===== src/rtl/tv80_bus_tracer.sv =====
// Passive Z80 bus-cycle recorder: decodes each completed tv80 bus cycle into {type, addr, data} and queues it.
// Define TV80_TRACE_RFSH_EN to also queue refresh cycles as type-6 records.
module tv80_bus_tracer #(
  parameter int DEPTH = 16,
  parameter int CNT_W = 16
) (
  input  logic                     clk,
  input  logic                     reset,
  input  logic                     cen,
  input  logic                     m1_n,
  input  logic                     mreq_n,
  input  logic                     iorq_n,
  input  logic                     rd_n,
  input  logic                     wr_n,
  input  logic                     rfsh_n,
  input  logic [15:0]              A,
  input  logic [7:0]               di,
  input  logic [7:0]               dout,
  output logic                     rec_valid,
  input  logic                     rec_ready,
  output logic [2:0]               rec_type,
  output logic [15:0]              rec_addr,
  output logic [7:0]               rec_data,
  output logic [$clog2(DEPTH):0]   rec_count,
  output logic                     overflow,
  input  logic                     ovf_clr,
  output logic [CNT_W-1:0]         fetch_count
);

  localparam int AW = $clog2(DEPTH);
  localparam int CW = AW + 1;
  localparam int RW = 27;

`ifdef TV80_TRACE_RFSH_EN
  localparam bit RFSH_EN = 1'b1;
`else
  localparam bit RFSH_EN = 1'b0;
`endif

  localparam logic [2:0] T_FETCH   = 3'd0;
  localparam logic [2:0] T_MEMRD   = 3'd1;
  localparam logic [2:0] T_MEMWR   = 3'd2;
  localparam logic [2:0] T_IORD    = 3'd3;
  localparam logic [2:0] T_IOWR    = 3'd4;
  localparam logic [2:0] T_INTACK  = 3'd5;
  localparam logic [2:0] T_REFRESH = 3'd6;

  typedef enum logic [1:0] {
    S_IDLE,
    S_ACTIVE,
    S_WAIT
  } state_t;

  state_t          state_reg, state_next;
  logic [2:0]      cur_type_reg, cur_type_next;
  logic [15:0]     cur_addr_reg, cur_addr_next;
  logic [7:0]      cur_data_reg, cur_data_next;
  logic [AW-1:0]   wr_ptr_reg, rd_ptr_reg;
  logic [CW-1:0]   count_reg, count_next;
  logic            overflow_reg;
  logic [CNT_W-1:0] fetch_count_reg;

  logic            strobe;
  logic [2:0]      bus_class;
  logic            start, capture, commit;
  logic            push_req, push_ok, pop, full, drop;
  logic [RW-1:0]   fifo_mem [DEPTH];
  logic [RW-1:0]   head;

  assign strobe = ~mreq_n | ~iorq_n;

  always_comb begin
    bus_class = T_IORD;
    if (~m1_n & ~iorq_n)        bus_class = T_INTACK;
    else if (~rfsh_n & ~mreq_n) bus_class = T_REFRESH;
    else if (~m1_n & ~mreq_n)   bus_class = T_FETCH;
    else if (~mreq_n & ~wr_n)   bus_class = T_MEMWR;
    else if (~mreq_n)           bus_class = T_MEMRD;
    else if (~iorq_n & ~wr_n)   bus_class = T_IOWR;
  end

  // S_WAIT holds off arming when reset releases in the middle of a bus cycle.
  always_comb begin
    state_next = state_reg;
    start      = 1'b0;
    capture    = 1'b0;
    commit     = 1'b0;
    case (state_reg)
      S_IDLE: begin
        if (cen & strobe) begin
          state_next = S_ACTIVE;
          start      = 1'b1;
          capture    = 1'b1;
        end
      end
      S_ACTIVE: begin
        if (cen & strobe) begin
          capture = 1'b1;
        end else if (cen) begin
          state_next = S_IDLE;
          commit     = 1'b1;
        end
      end
      S_WAIT: begin
        if (cen & ~strobe) state_next = S_IDLE;
      end
      default: state_next = S_IDLE;
    endcase
  end

  always_comb begin
    cur_type_next = cur_type_reg;
    cur_addr_next = cur_addr_reg;
    cur_data_next = cur_data_reg;
    if (capture) begin
      if (start) begin
        cur_type_next = bus_class;
        cur_addr_next = A;
        cur_data_next = '0;
      end
      // Refresh carries no data; interrupt acknowledge reads the vector without RD.
      if (cur_type_next == T_INTACK) begin
        if (~iorq_n) cur_data_next = di;
      end else if (cur_type_next != T_REFRESH) begin
        if (~rd_n) cur_data_next = di;
        if (~wr_n) begin
          cur_data_next = dout;
          if (cur_type_next == T_MEMRD)     cur_type_next = T_MEMWR;
          else if (cur_type_next == T_IORD) cur_type_next = T_IOWR;
        end
      end
    end
  end

  assign push_req = commit & (RFSH_EN | (cur_type_reg != T_REFRESH));
  assign full     = (count_reg == CW'(DEPTH));
  assign pop      = rec_valid & rec_ready;
  assign push_ok  = push_req & (~full | pop);
  assign drop     = push_req & full & ~pop;

  always_comb begin
    count_next = count_reg;
    case ({push_ok, pop})
      2'b10:   count_next = count_reg + CW'(1);
      2'b01:   count_next = count_reg - CW'(1);
      default: count_next = count_reg;
    endcase
  end

  always_ff @(posedge clk) begin
    if (push_ok) fifo_mem[wr_ptr_reg] <= {cur_type_reg, cur_addr_reg, cur_data_reg};
  end

  always_ff @(posedge clk) begin
    if (reset) begin
      state_reg       <= strobe ? S_WAIT : S_IDLE;
      cur_type_reg    <= '0;
      cur_addr_reg    <= '0;
      cur_data_reg    <= '0;
      wr_ptr_reg      <= '0;
      rd_ptr_reg      <= '0;
      count_reg       <= '0;
      overflow_reg    <= 1'b0;
      fetch_count_reg <= '0;
    end else begin
      state_reg    <= state_next;
      cur_type_reg <= cur_type_next;
      cur_addr_reg <= cur_addr_next;
      cur_data_reg <= cur_data_next;
      count_reg    <= count_next;
      if (push_ok) wr_ptr_reg <= wr_ptr_reg + AW'(1);
      if (pop)     rd_ptr_reg <= rd_ptr_reg + AW'(1);
      // A drop on the same edge as a clear keeps the flag set so no loss goes unseen.
      if (drop)         overflow_reg <= 1'b1;
      else if (ovf_clr) overflow_reg <= 1'b0;
      if (push_ok && cur_type_reg == T_FETCH) fetch_count_reg <= fetch_count_reg + CNT_W'(1);
    end
  end

  assign head        = fifo_mem[rd_ptr_reg];
  assign rec_valid   = (count_reg != '0);
  assign rec_type    = rec_valid ? head[26:24] : 3'd0;
  assign rec_addr    = rec_valid ? head[23:8]  : 16'd0;
  assign rec_data    = rec_valid ? head[7:0]   : 8'd0;
  assign rec_count   = count_reg;
  assign overflow    = overflow_reg;
  assign fetch_count = fetch_count_reg;

endmodule

===== config.mk =====
export PLATFORM = sky130hd
export DESIGN_NAME = tv80_bus_tracer
export DESIGN_NICKNAME = d
export VERILOG_FILES = /design/src/rtl/tv80_bus_tracer.sv
export SDC_FILE = /design/constraint.sdc
export NUM_CORES = 1
export LEC_CHECK = 0
export ABC_AREA = 1
export BUFFER_PORTS_ARGS = -buffer_cell sky130_fd_sc_hd__buf_4
export CORE_ASPECT_RATIO = 0.5
export CORE_MARGIN = 2
export CORE_UTILIZATION = 50
export DETAILED_ROUTE_END_ITERATION = 10
export PLACE_DENSITY = 0.67
export SLEW_MARGIN = 5
export SYNTH_ARGS = -nofsm -noshare
export SYNTH_HDL_FRONTEND = slang
export SYNTH_SLANG_ARGS = --single-unit

===== constraint.sdc =====
create_clock -name clk -period 3.32 [get_ports clk]
set_input_delay 0.332 -clock clk [delete_from_list [all_inputs] [get_ports clk]]
set_output_delay 0.332 -clock clk [all_outputs]
set_load 0.02 [all_outputs]

# [Word-level counts from Yosys, hierarchy flattened]
# Memories as Yosys holds them, arrays and structs flattened. A register that Yosys moved wholly into a read port is not among the register bits.
# Index checks and enable logic that the tools add are counted.
[op_classes] add_sub_neg=5 eq_ne=14 mux=42 bitwise=22 reduce_logical=9
[op_table] cell="8-bit 2-to-1 mux" n=7
[op_table] cell="3-bit 2-to-1 mux" n=14
[op_table] cell="3-bit inequality test, second input constant" n=6
[op_table] cell="16-bit by 1-bit adder with 16-bit output, second input constant" n=1
[op_table] cell="16-bit 2-to-1 mux" n=1
[op_table] cell="1-bit bitwise AND" n=12
[op_table] cell="2-bit 2-to-1 mux" n=6
[op_table] cell="1-bit 2-to-1 mux" n=10
[op_table] cell="5-bit one-hot mux with 2 select lines" n=1
[op_table] cell="4-bit by 1-bit adder with 4-bit output, second input constant" n=2
[op_table] cell="4-bit 2-to-1 mux" n=2
[op_table] cell="1-bit inverter" n=8
[op_table] cell="2-bit one-hot mux with 3 select lines" n=1
[op_table] cell="5-bit by 1-bit adder with 5-bit output, second input constant" n=1
[op_table] cell="5-bit equality test, second input constant" n=1
[op_table] cell="5-bit nonzero test" n=1
[op_table] cell="5-bit by 1-bit subtractor with 5-bit output, second input constant" n=1
[op_table] cell="2-bit by 1-bit equality test with 1-bit output, second input constant" n=2
[op_table] cell="2-bit equality test, second input constant" n=2
[op_table] cell="4-bit AND reduction" n=1
[op_table] cell="2-bit nonzero test" n=2
[op_table] cell="3-bit by 1-bit equality test with 1-bit output, second input constant" n=1
[op_table] cell="3-bit by 2-bit equality test with 1-bit output, second input constant" n=1
[op_table] cell="3-bit equality test, second input constant" n=1
[op_table] cell="other kinds (6)" n=7
[word_totals] regBits=59 ramBits=432 output_inout_bits=50 wordCells=102 n_memories=1
[memory_table] name="fifo_mem" depth=16 width=27 read_ports=1 rd_clocked_by_memory_dff=1 wr=1 line="67" text="logic [RW-1:0] fifo_mem [DEPTH];"

# [Depth between registers and ports, before layout]
[depth] word_depth=16 mapped_depth=17 depth_no_buf=17

# [Worst setup path after synthesis]
# Ideal clock, no wire load.
[synth_timing] path_kind="register -> register" start="register cur_type_reg[0]" end="memory fifo_mem[11][0] (enable)" arrival_time_ns=2.420 required_time_ns=2.909 setup_slack_ns=0.489 path_stages_with_launch=8 n_path_buf=1 synth_period_minus_slack_ns=2.831 path_cell_list="dfxtp_1 -> inv_1 -> nand3_1 -> nand2_2 -> nor2_4 -> buf_2 -> nand3_1 -> nor2_1"
[synth_via] elab_chain_cells=5
[synth_rtl] element="start, declared" line="55" text="logic [2:0] cur_type_reg, cur_type_next;"
[synth_rtl] element="start signal, assigned" line="167" text="cur_type_reg <= cur_type_next;"
[synth_rtl] element="3-bit inequality test" line="135" text="assign push_req = commit & (RFSH_EN | (cur_type_reg != T_REFRESH));"
[synth_rtl] element="1-bit bitwise AND" line="135"
[synth_rtl] element="1-bit bitwise AND" line="138" text="assign push_ok = push_req & (~full | pop);"
[synth_rtl] element="1-bit 2-to-1 mux" line="151" text="if (push_ok) fifo_mem[wr_ptr_reg] <= {cur_type_reg, cur_addr_reg, cur_data_reg};"
[synth_rtl] element="1-bit 2-to-1 mux (not written as such)" line="151"
[synth_rtl] element="end, declared" line="67"
# Every way passes these cells.

==> flow_summary_export.csv <==
group,metric,value,unit
status,status,"finished clean",
global_routing,grt_pass1_vias,13200,
timing,setup_tns,0,ns
logic_synthesis,synth_cells,1709,
drt,wl_met2,23600,microns
logic_synthesis,async_reset_ff_frac,0,
drt,wl_met3,4410,microns
final_layout,multi_input_area,5390,sq um
critical_path,max_stage_delay,0.46,ns
job,drv_cap,0,
power_and_ir_drop,p_clk_frac,0.318,
critical_path,path_cells,"inv_6 -> buf_4 -> o21ai_0 -> o221ai_1 -> nand3_1 -> a21oi_1 -> buf_4",
global_routing,grt_pass1_wl,77800,microns
timing,max_freq,324,MHz
cts,cts_sinks,495,
drt,top_layer_used,"met4",
final_layout,area_growth,15.6,%
timing,skew,0.0319,ns
logic_synthesis,yosysSeqAreaShare,0.706,
place,dpl_cell_area,21800,sq um
power_and_ir_drop,comb_power_share,0.253,
logic_synthesis,ys_seq_elements,495,
cts,post-cts-setup-buffers,0,
timing,hold_viol_final,0,
logic_synthesis,yosysWarnings,0,
logic_synthesis,yosysTopAreaCell,"edfxtp_1",
critical_path,cp-start-kind,"register",
logic_synthesis,avgSynthCellArea,11.8,sq um
timing,worst_pin_slew,0.787,ns
critical_path,crit-reg2reg-launch,"cur_type_reg[0]$_SDFFE_PP0P_",
cts,max-clock-path-buffers,3,
timing,relSlewSlack,0.475,
power_and_ir_drop,leakagePower,8.02,nW
cts,post_cts_resized,0,
drt,wl_met1,22100,microns
timing,period_needed,3.09,ns
global_routing,grt_max_degree,94,
min_path,hp-class,"in2reg",
power_and_ir_drop,ir_worst_vdd,440,uV
cts,cts_tree,"yes",
final_layout,final_cells,2356,
drt,drt_wl_total,51200,microns
critical_path,critPathCaptureType,"output pin",
die,die-area,42100,sq um
cts,postCtsHoldBufs,0,
place,dp_hpwl,29600,microns
place,place_inst,2275,
logic_synthesis,synth_cell_types,40,
die,core-area,39400,sq um
drt,wl_per_cell,21.7,microns
power_and_ir_drop,cell_internal_pwr,11.6,mW
timing,period_share,0.931,
final_layout,fillers,3131,
drt,drtIter0Drc,1416,
drt,drc_errors,0,
timing,slew_viol_final,0,
power_and_ir_drop,p_sw_frac,0.319,
final_layout,ff_latch_area,14300,sq um
drt,ant_nets,0,
die,die_x,288,microns
logic_synthesis,synth_edf_count,434,
die,start_util,0.513,
global_routing,overflow,0,
power_and_ir_drop,p_sw,5.42,mW
drt,vias,14000,
cts,numCtsBuffers,44,
drt,vias_per_cell,5.95,
final_layout,drive_above_1_share,0.146,
logic_synthesis,synth_nets,1762,
critical_path,critPathMaxFanout,61,
critical_path,required,2.99,ns
timing,finalSetupViolCount,0,
timing,rsz0062_at_grt,"no",
place,numPortBuffers,92,
power_and_ir_drop,p_seq_frac,0.430,
cts,clk_pin_slew,0.06,ns
global_routing,antenna_found_initial,0,
global_routing,grt_usage,0.242,
cts,clock_latency,0.57,ns
drt,drt_first_pass_iters,5,
final_layout,n_antenna_cell,0,
logic_synthesis,netlist_top_cells_area,"edfxtp_1 65%, o21ai_0 6.6%, nor2_1 6.1%",
die,rows,51,
cts,cts-htree-levels,2,
critical_path,cp.arrival,2.76,ns
final_layout,largest_reg_flops,432,
cts,root_buffer,"clkbuf_16",
final_layout,finish.instance_area,23300,sq um
critical_path,cp_common_cell,"buf_4",
die,top_level_ports,93,
die,die_y,146,microns
logic_synthesis,synth.cell_area,20200,sq um
power_and_ir_drop,power_density,729,nW/um^2
logic_synthesis,synth_top_area_frac,0.646,
critical_path,critPathSlowestCell,"dfxtp_4",
critical_path,critical_path_class,"reg2out",
logic_synthesis,ys.flop_type,"edfxtp_1",
place,globalplace.congestion,0.837,
final_layout,nets,1844,
min_path,hp-start,"ovf_clr",
-- cell usage in the layout, fill, tap and decap left out, types with 4 or more instances in the layout --
| master | instances |
|---|---|
| nor2_4 | 19 |
| buf_4 | 130 |
| clkinv_2 | 6 |
| buf_12 | 13 |
| inv_1 | 45 |
| ha_1 | 9 |
| inv_2 | 10 |
| clkbuf_8 | 7 |
| xnor2_1 | 5 |
| o21ai_1 | 19 |
| nand2_1 | 107 |
| nor3_1 | 6 |
| nor2_1 | 314 |
| clkinv_1 | 4 |
| clkbuf_16 | 44 |
| nand4_1 | 12 |
| bufinv_16 | 7 |
| xor2_1 | 8 |
| clkbuf_1 | 7 |
| a21oi_1 | 66 |
| o21ai_0 | 268 |
| nand3_1 | 76 |
| edfxtp_1 | 434 |
| nand2_2 | 9 |
| o22ai_1 | 34 |
| dfxtp_1 | 58 |
| o221ai_1 | 74 |
-- metal layers --
layer	up-vias	global-route usage
li1	6424	-
met1	6885	0.355
met2	621	0.377
met3	83	0.0408
met4	0	0.0617
met5	-	0
-- power by group through the flow --
stage                     combinational [mW]  sequential [mW]  clock [mW]
after floorplan                         2.68             7.29           0
after global placement                  4.24             7.44           0
after detailed placement                4.27             7.45           0
after CTS                               4.29             7.31        5.47
after global routing                    4.66             7.34        5.71
final                                   4.30             7.31        5.40
-- cell usage after synthesis (2+ instances only) --
master	number
edfxtp_1	434
nor2_1	330
o21ai_0	268
nand2_1	107
clkbuf_1	79
nand3_1	76
o221ai_1	74
a21oi_1	66
dfxtp_1	61
inv_1	45
o22ai_1	34
buf_2	23
o21ai_1	19
nand4_1	12
inv_2	11
ha_1	9
nand2_2	9
xor2_1	8
nor3_1	6
xnor2_1	5
buf_1	3
nor2_2	3
nor4_1	3
a22oi_1	2
a31oi_1	2
buf_4	2
nand2_4	2
nand3_2	2
nor2_4	2
o21bai_1	2
-- critical path: cells and delay by family (launching register included) --
family	cells	cell delay [ns]
DFF	1	0.46
AOI/OAI and AO/OA	3	0.54
buffers and inverters	3	0.99
and+or+nand+nor	1	0.14
-- cell type report --
| type | count | share of cell area |
|---|---|---|
| Clock inverter | 23 | 0.0136 |
| Clock buffer | 58 | 0.0525 |
| Inverter | 58 | 0.00965 |
| Multi-Input combinational cell | 1048 | 0.231 |
| Tap cell | 530 | 0.0284 |
| Sequential cell | 495 | 0.611 |
| Timing Repair Buffer | 144 | 0.0535 |
-- cells by family after synthesis --
| logic type | synth area share |
|---|---|
| compound gates | 0.134 |
| xor+xnor | 0.00564 |
| fa+ha+maj | 0.00657 |
| buf+inv | 0.0332 |
| flops | 0.706 |
| simple gates | 0.115 |
-- per-stage QoR --
step	setup WS, ns	power [mW]	utilization	hold WS (ns)
floorplan	0.489	9.97	-	0.446
global placement	0.706	11.7	0.553	0.455
detailed placement	0.646	11.7	0.553	0.463
CTS	0.129	17.1	0.592	0.00129
global route	0.0822	17.7	0.592	0.0218
finish	0.229	17.0	0.592	0.0132
-- path summary, 6_finish.rpt --
kind | to | slack, ns | cells past startpoint
worst max-delay path | rec_data[1] | 0.23 | 7
worst max register to register | fifo_mem[5][25]$_DFFE_PP_ | 0.61 | 7
worst min-delay path | overflow$_SDFFE_PP0P_ | 0.01 | 4
worst min register to register | overflow$_SDFFE_PP0P_ | 0.47 | 2
No activity file was read; power rests on OpenSTA's default activity.
